**src/rtl/mem_arbiter.sv**
```systemverilog
// rtl/mem_arbiter.sv - two-port round-robin arbiter for the shared 256-bit data memory
//
// Purpose:
//   Shares one line-wide data memory between the instruction cache (port 0)
//   and the data cache (port 1). One port is granted at a time, and the grant
//   is held until the memory acknowledges the transaction. Ties are broken
//   round-robin. A watchdog ends any grant that stays open too long without
//   an acknowledge and raises a sticky error flag.
//
// Parameters:
//   TIMEOUT  maximum cycles a grant may stay open without mem_ack_i (2..1023)
//   CNT_W    watchdog counter width; 2**CNT_W must exceed TIMEOUT
//
// Ports:
//   clk_i, rst_i                  clock, synchronous active-high reset
//   pX_enable_i / pX_write_i      port request and direction (1 = line write)
//   pX_addr_i / pX_data_i         line address and write line of port X
//   pX_data_o                     read line of port X (always mem_data_i)
//   pX_ack_o                      transaction done for port X
//   mem_enable_o / mem_write_o    request and direction to the memory
//   mem_addr_o / mem_data_o       address and write line to the memory
//   mem_data_i / mem_ack_i        read line and one-cycle ack from the memory
//   grant_o                       one-hot current grant, bit 0 = port 0
//   timeout_o                     sticky watchdog error

module mem_arbiter #(
    parameter int TIMEOUT = 64,
    parameter int CNT_W   = 10
) (
    input  logic         clk_i,
    input  logic         rst_i,

    input  logic         p0_enable_i,
    input  logic         p0_write_i,
    input  logic [31:0]  p0_addr_i,
    input  logic [255:0] p0_data_i,
    output logic [255:0] p0_data_o,
    output logic         p0_ack_o,

    input  logic         p1_enable_i,
    input  logic         p1_write_i,
    input  logic [31:0]  p1_addr_i,
    input  logic [255:0] p1_data_i,
    output logic [255:0] p1_data_o,
    output logic         p1_ack_o,

    output logic         mem_enable_o,
    output logic         mem_write_o,
    output logic [31:0]  mem_addr_o,
    output logic [255:0] mem_data_o,
    input  logic [255:0] mem_data_i,
    input  logic         mem_ack_i,

    output logic [1:0]   grant_o,
    output logic         timeout_o
);

    typedef enum logic [1:0] {
        IDLE   = 2'd0,
        GRANT0 = 2'd1,
        GRANT1 = 2'd2,
        TURN   = 2'd3
    } state_t;

    // Counter value seen in the last cycle a grant may remain open.
    localparam logic [CNT_W-1:0] LAST_CNT = CNT_W'(TIMEOUT - 1);

    state_t           state_q, state_d;
    logic             last_q, last_d;
    logic [CNT_W-1:0] wait_cnt_q, wait_cnt_d;
    logic             timeout_q, timeout_d;

    logic             in_grant0;
    logic             in_grant1;
    logic             granted_enable;

    assign in_grant0 = (state_q == GRANT0);
    assign in_grant1 = (state_q == GRANT1);

    // Enable of whichever port currently holds the grant.
    assign granted_enable = (in_grant0 & p0_enable_i) | (in_grant1 & p1_enable_i);

    always_ff @(posedge clk_i) begin
        if (rst_i) begin
            state_q    <= IDLE;
            last_q     <= 1'b1;
            wait_cnt_q <= '0;
            timeout_q  <= 1'b0;
        end else begin
            state_q    <= state_d;
            last_q     <= last_d;
            wait_cnt_q <= wait_cnt_d;
            timeout_q  <= timeout_d;
        end
    end

    always_comb begin
        state_d    = state_q;
        last_d     = last_q;
        wait_cnt_d = wait_cnt_q;
        timeout_d  = timeout_q;

        unique case (state_q)
            IDLE: begin
                // On a tie, port 0 wins only if port 1 was served last.
                if (p0_enable_i && (!p1_enable_i || last_q)) begin
                    state_d    = GRANT0;
                    last_d     = 1'b0;
                    wait_cnt_d = '0;
                end else if (p1_enable_i) begin
                    state_d    = GRANT1;
                    last_d     = 1'b1;
                    wait_cnt_d = '0;
                end
            end

            GRANT0, GRANT1: begin
                // The ack wins over an abort or a watchdog expiry in the same cycle.
                if (mem_ack_i) begin
                    state_d = TURN;
                end else if (!granted_enable) begin
                    state_d = TURN;
                end else if (wait_cnt_q == LAST_CNT) begin
                    state_d   = TURN;
                    timeout_d = 1'b1;
                end else begin
                    wait_cnt_d = wait_cnt_q + 1'b1;
                end
            end

            TURN: begin
                state_d = IDLE;
            end

            default: begin
                state_d = IDLE;
            end
        endcase
    end

    // Memory-side mux: only the granted port reaches the memory; all zero otherwise.
    always_comb begin
        mem_enable_o = 1'b0;
        mem_write_o  = 1'b0;
        mem_addr_o   = '0;
        mem_data_o   = '0;
        if (in_grant0) begin
            mem_enable_o = p0_enable_i;
            mem_write_o  = p0_write_i;
            mem_addr_o   = p0_addr_i;
            mem_data_o   = p0_data_i;
        end else if (in_grant1) begin
            mem_enable_o = p1_enable_i;
            mem_write_o  = p1_write_i;
            mem_addr_o   = p1_addr_i;
            mem_data_o   = p1_data_i;
        end
    end

    // Ack is forwarded with zero latency, and only to the granted port.
    // An ack arriving in TURN or IDLE (e.g. after an abort) is dropped.
    assign p0_ack_o  = in_grant0 & mem_ack_i;
    assign p1_ack_o  = in_grant1 & mem_ack_i;

    assign p0_data_o = mem_data_i;
    assign p1_data_o = mem_data_i;

    assign grant_o   = {in_grant1, in_grant0};
    assign timeout_o = timeout_q;

endmodule

```
**config.mk**
```make
export PLATFORM = sky130hd
export DESIGN_NAME = mem_arbiter
export DESIGN_NICKNAME = d
export VERILOG_FILES = /design/src/rtl/mem_arbiter.sv
export SDC_FILE = /design/constraint.sdc
export NUM_CORES = 1
export LEC_CHECK = 0
export CORE_AREA = 10 10 624 626
export DETAILED_ROUTE_END_ITERATION = 6
export DIE_AREA = 0 0 634 636
export GPL_TIMING_DRIVEN = 0
export HOLD_SLACK_MARGIN = 0.15
export PLACE_DENSITY = 0.3
export SKIP_LAST_GASP = 1
export SLEW_MARGIN = 15
export SYNTH_ARGS = -nofsm -noshare
export SYNTH_HDL_FRONTEND = slang
export SYNTH_SLANG_ARGS = --single-unit
```
**constraint.sdc**
```tcl
create_clock -name clk_i -period 1.9 [get_ports clk_i]
set_clock_uncertainty 0.1 [all_clocks]
set_input_delay 0.475 -clock clk_i [delete_from_list [all_inputs] [get_ports clk_i]]
set_output_delay 0.475 -clock clk_i [all_outputs]
set_load 0.005 [all_outputs]
```
[Word level (Yosys, flattened, before mapping)]
Cells that the tools add are included.
W data, S select, Z words.
Storage, ports and cells
  flip-flop bits (word level): 14
  latch bits: 0
  RAM bits: 0
  bits in read-only memories: 0
  output and inout bits: 807
  memories: 0
Operators by class
  $add $sub $neg: 1
  multipliers: 0
  div/mod/pow operators: 0
  $lt $le $gt $ge: 0
  eq/ne operators: 9
  shift operators: 0
  mux-type cells: 22
  bitwise logic cells: 6
  reductions and logical operators: 11
Operator list (number)
  $mux W256: 2
  $mux W32: 2
  $mux W10: 5
  $pmux W10 S2: 1
  $add A10 B1 Y10 const B: 1
  $eq A10 B6 Y1 const B: 1
  $mux W2: 5
  $mux W1: 6
  $ne A2 B2 Y1 const B: 3
  $pmux W2 S3: 1
  $reduce_and A5 Y1: 1
  $and A1 B1 Y1: 4
  $eq A2 B2 Y1 const B: 2
  $ne A4 B4 Y1 const B: 1
  $reduce_and A2 Y1: 2
  $reduce_and A4 Y1: 1
  $reduce_bool A2 Y1: 2
  $ne A3 B3 Y1 const B: 1
  $eq A2 B1 Y1 const B: 1
  $logic_not A2 Y1: 1
  $reduce_or A2 Y1: 1
  $logic_and A1 B1 Y1: 1
  $logic_not A1 Y1: 1
  $logic_or A1 B1 Y1: 1
  other kinds (2): 2

[Depth between registers and ports, before layout]
  depth after elaboration: 6
  depth in mapped cells: 8
  gate-level depth less buffers: 6

[Worst setup path after synthesis]
Ideal clock, no wire load.
  kind: register to output
  start: register state_q[1]
  end: output port mem_addr_o[10]
  data arrival time: 1.471 ns
  required time: 1.325 ns
  path slack: -0.146 ns
  stages on the path, launching flop included: 9
  cell sequence: dfxtp_1 -> inv_1 -> ha_1 -> buf_2 -> nor2b_1 -> buf_2 -> buf_2 -> buf_2 -> a22o_1
RTL lines
  from (decl): line 68  | state_t state_q, state_d;
  from (signal assigned): line 90  | state_q <= state_d;
  $eq A2 B1 Y1: line 77  | assign in_grant0 = (state_q == GRANT0);
  named net in_grant0: line 73  | logic in_grant0;
  $mux W32: line 147  | if (in_grant0) begin
  to (decl): line 49  | output logic [31:0] mem_addr_o,
The timed path passes the listed nets, and every way through them passes these cells.

[Worst setup path in the final report]
  start: register state_q[1]
  end: output port mem_data_o[254]
Between the ends
  cells in the longest elaborated chain, start to end: 3
RTL lines
  $eq A2 B2 Y1: line 78  | assign in_grant1 = (state_q == GRANT1);
  named net in_grant1: line 74  | logic in_grant1;
  $mux W256: line 152  | end else if (in_grant1) begin
  $mux W256: line 147
  to (decl): line 50  | output logic [255:0] mem_data_o,
The timed path passes the listed nets, and every way through them passes these cells.

==> metrics <==
initial antenna violation count 405; Final setup viols 293; Synth top cells by count 514 x buf_4, 288 x a22o_1, 41 x clkbuf_1, 28 x buf_2, 14 x dfxtp_1; GR Util All Layers 16.1%; slowest CP cell dfxtp_4; die width 634 µm; peak supply drop 0.347 mV; Final Util 8.41%; later-pin clock latency in the skew report 0.25 ns; Placed Cells incl. Taps 7394; cell area after synthesis 7600 µm²; vias in the first global route 15700; Slew HR 46.9%; nets@finish 3371; Synth area leaders buf_4 51%, a22o_1 33%, dfxtp_1 3.7%, clkbuf_1 2.0%, buf_2 1.8%; asr flop ratio synth 0%; hold_ws 0.366 ns; Vias 16500; Mapped Nets 1833; crit start category flip-flop; H-tree Lvls 1; Synth Warn # 0; global-route wire length before repair 378000 µm; layout cells sized above 1 44.3%; RSZ-0062 raised after global routing yes; cts bufs inserted 3; MaxCap Viol Count 0; largest area contributor in the netlist buf_4; clock sinks 14; multi-input logic area 3900 µm²; drt drc 0; ratio of final minimum period to clock period 152%; CP top delay family buffers and inverters; DP Worst Slack -2.83 ns; critical path, cell by cell buf_6, ha_4, nor2b_4, clkbuf_16, buf_16, buf_8, buf_12, buf_8, buf_6, a22o_1, buf_2; DIE AREA 403000 µm²; CP Data Arrival Time 2.31 ns; Pwr per Cell Area 945 nW/µm²; GRT overflow 0; Worst path max stage delay 0.35 ns; clock slew at reported path FFs 0.05 ns; Final Max Tran Viols 0; Final min period 2.88 ns; Yosys top cell area share 50.8%; post-synthesis sequential area ratio 3.69%; Avg Cell Area, Syn 7.68 µm²; WL per Instance 44.9 µm; setup TNS -236.04 ns; Yosys reg bits 14; Rows 226; Reg area 285 µm²; total power 30.0 mW; Fmax achieved 0.347 GHz; Ports 1646; worst-path maximum fanout 8; dpl hpwl 326000 µm; initial DRC count 930; EDFF count, synth 0; PnR worst setup slack -0.984 ns; hold_buf cts 0; Setup CP Type reg2out; clk root buf clkbuf_16; DIE HEIGHT 636 µm; Placeable Area 377000 µm²; PortBufs 1388; Least-Margin Pin Slew 0.800 ns; Non-Filler Instances 7651; Top FF cell, synth dfxtp_1; Pre-Repair DR Iteration Count 5; clk buf depth 2; Area after DPL 27900 µm²; GP Congestion 0.889; Final Hold Vio Count 0; fillers 44200; HP Class reg2reg; most frequent cell after synthesis buf_4; LEAKAGE 12.2 nW; CTS tree done; status finished, violations left; Starting Density 2.02%; Worst Path Buf+Inv 8; final instance area 31700 µm²; WL final 344000 µm; Yosys cell types 39; largest net degree at the start of global routing 11; Post-Syn Instances 990; violated checks setup timing; critical path data required time 1.32 ns; CP Capture Type output pin; Area growth syn-to-layout 317%; drt via density 2.16; post-route ant nets 0
[kinds of logic after synthesis]
family	Yosys count	synth area share [%]
DFF	14	3.69
and+or+nand+nor	57	4.31
adders and majority gates	4	0.658
AOI/OAI and AO/OA	320	35.9
muxes	2	0.263
buffers and inverters	593	55.1
[state kept, by name, indices dropped and copies added, names as in the netlist]
| name | count |
|---|---|
| last_q | 1 |
| state_q | 2 |
| timeout_o | 1 |
| wait_cnt_q | 10 |
[where the power goes]
part / switching (mW) / total [mW] / leakage [nW] / internal (mW)
clock network: 0.133 / 0.410 / 0.0377 / 0.277
logic: 14.5 / 29.2 / 12.0 / 14.7
registers: 0.0337 / 0.364 / 0.114 / 0.330
[cell type report]
| cell class | instances | area share, % |
|---|---|---|
| well taps | 5016 | 19.8 |
| inverters | 9 | 0.114 |
| flip-flops and latches | 14 | 0.900 |
| clock buffers | 3 | 0.237 |
| plain buffers | 567 | 14.6 |
| repair buffers | 1550 | 51.2 |
| multi-input cells | 383 | 12.3 |
| diodes | 109 | 0.860 |
[per-layer routing]
metal / track usage [%] / wire (µm) / vias to the layer above / share of wire [%]
met4: 3.64 / 9440 / 274 / 2.7
met1: 14.2 / 103000 / 7570 / 30
met2: 27.6 / 164000 / 1694 / 48
met5: 0 / 1840 / - / 0.54
met3: 14.0 / 65000 / 669 / 19
li1: - / - / 6284 / -
[placed cells by master (no fill, tap or decap), types with 3 or more instances in the layout]
master           synthesis  final
nor2_1                   7      7
nand3_1                  6      6
dlymetal6s2s_1           0     10
buf_8                    0     56
nand2_1                 12     10
clkbuf_16                0     12
clkdlybuf4s50_1          0    962
dlygate4sd2_1            0    125
dfxtp_1                 14     12
diode_2                  0    109
o21ai_4                  0      3
clkdlybuf4s15_1          0      3
inv_1                    9      7
a31oi_1                  4      4
a21oi_1                  5      3
a22o_4                   0     74
nand2b_1                 8      7
buf_4                  514    548
nand4_1                  3      3
a22o_1                 288    214
clkbuf_4                 0      4
buf_16                   0     10
clkbuf_2                 1     10
buf_6                    0    186
and3_1                   3      3
o21ai_0                  9      7
buf_2                   28     99
buf_12                   0     91
[worst paths after layout]
kind	start	to	slack [ns]	cells after the start
worst min-delay path	last_q	last_q	0.37	1
worst max-delay path	state_q[1]	mem_data_o[254]	-0.98	11
worst min register to register	last_q	last_q	0.37	1
worst max register to register	state_q[1]	wait_cnt_q[5]	0.05	8
[timing repair]
action,4_1_cts,5_1_grt
pin swaps,30,76
endpoints found under the hold margin,0,0
buffers inserted,108,56
resized for setup,1951,399
cloned,17,4
endpoints found under the setup margin,432,312
No activity file was read; power rests on OpenSTA's default activity.
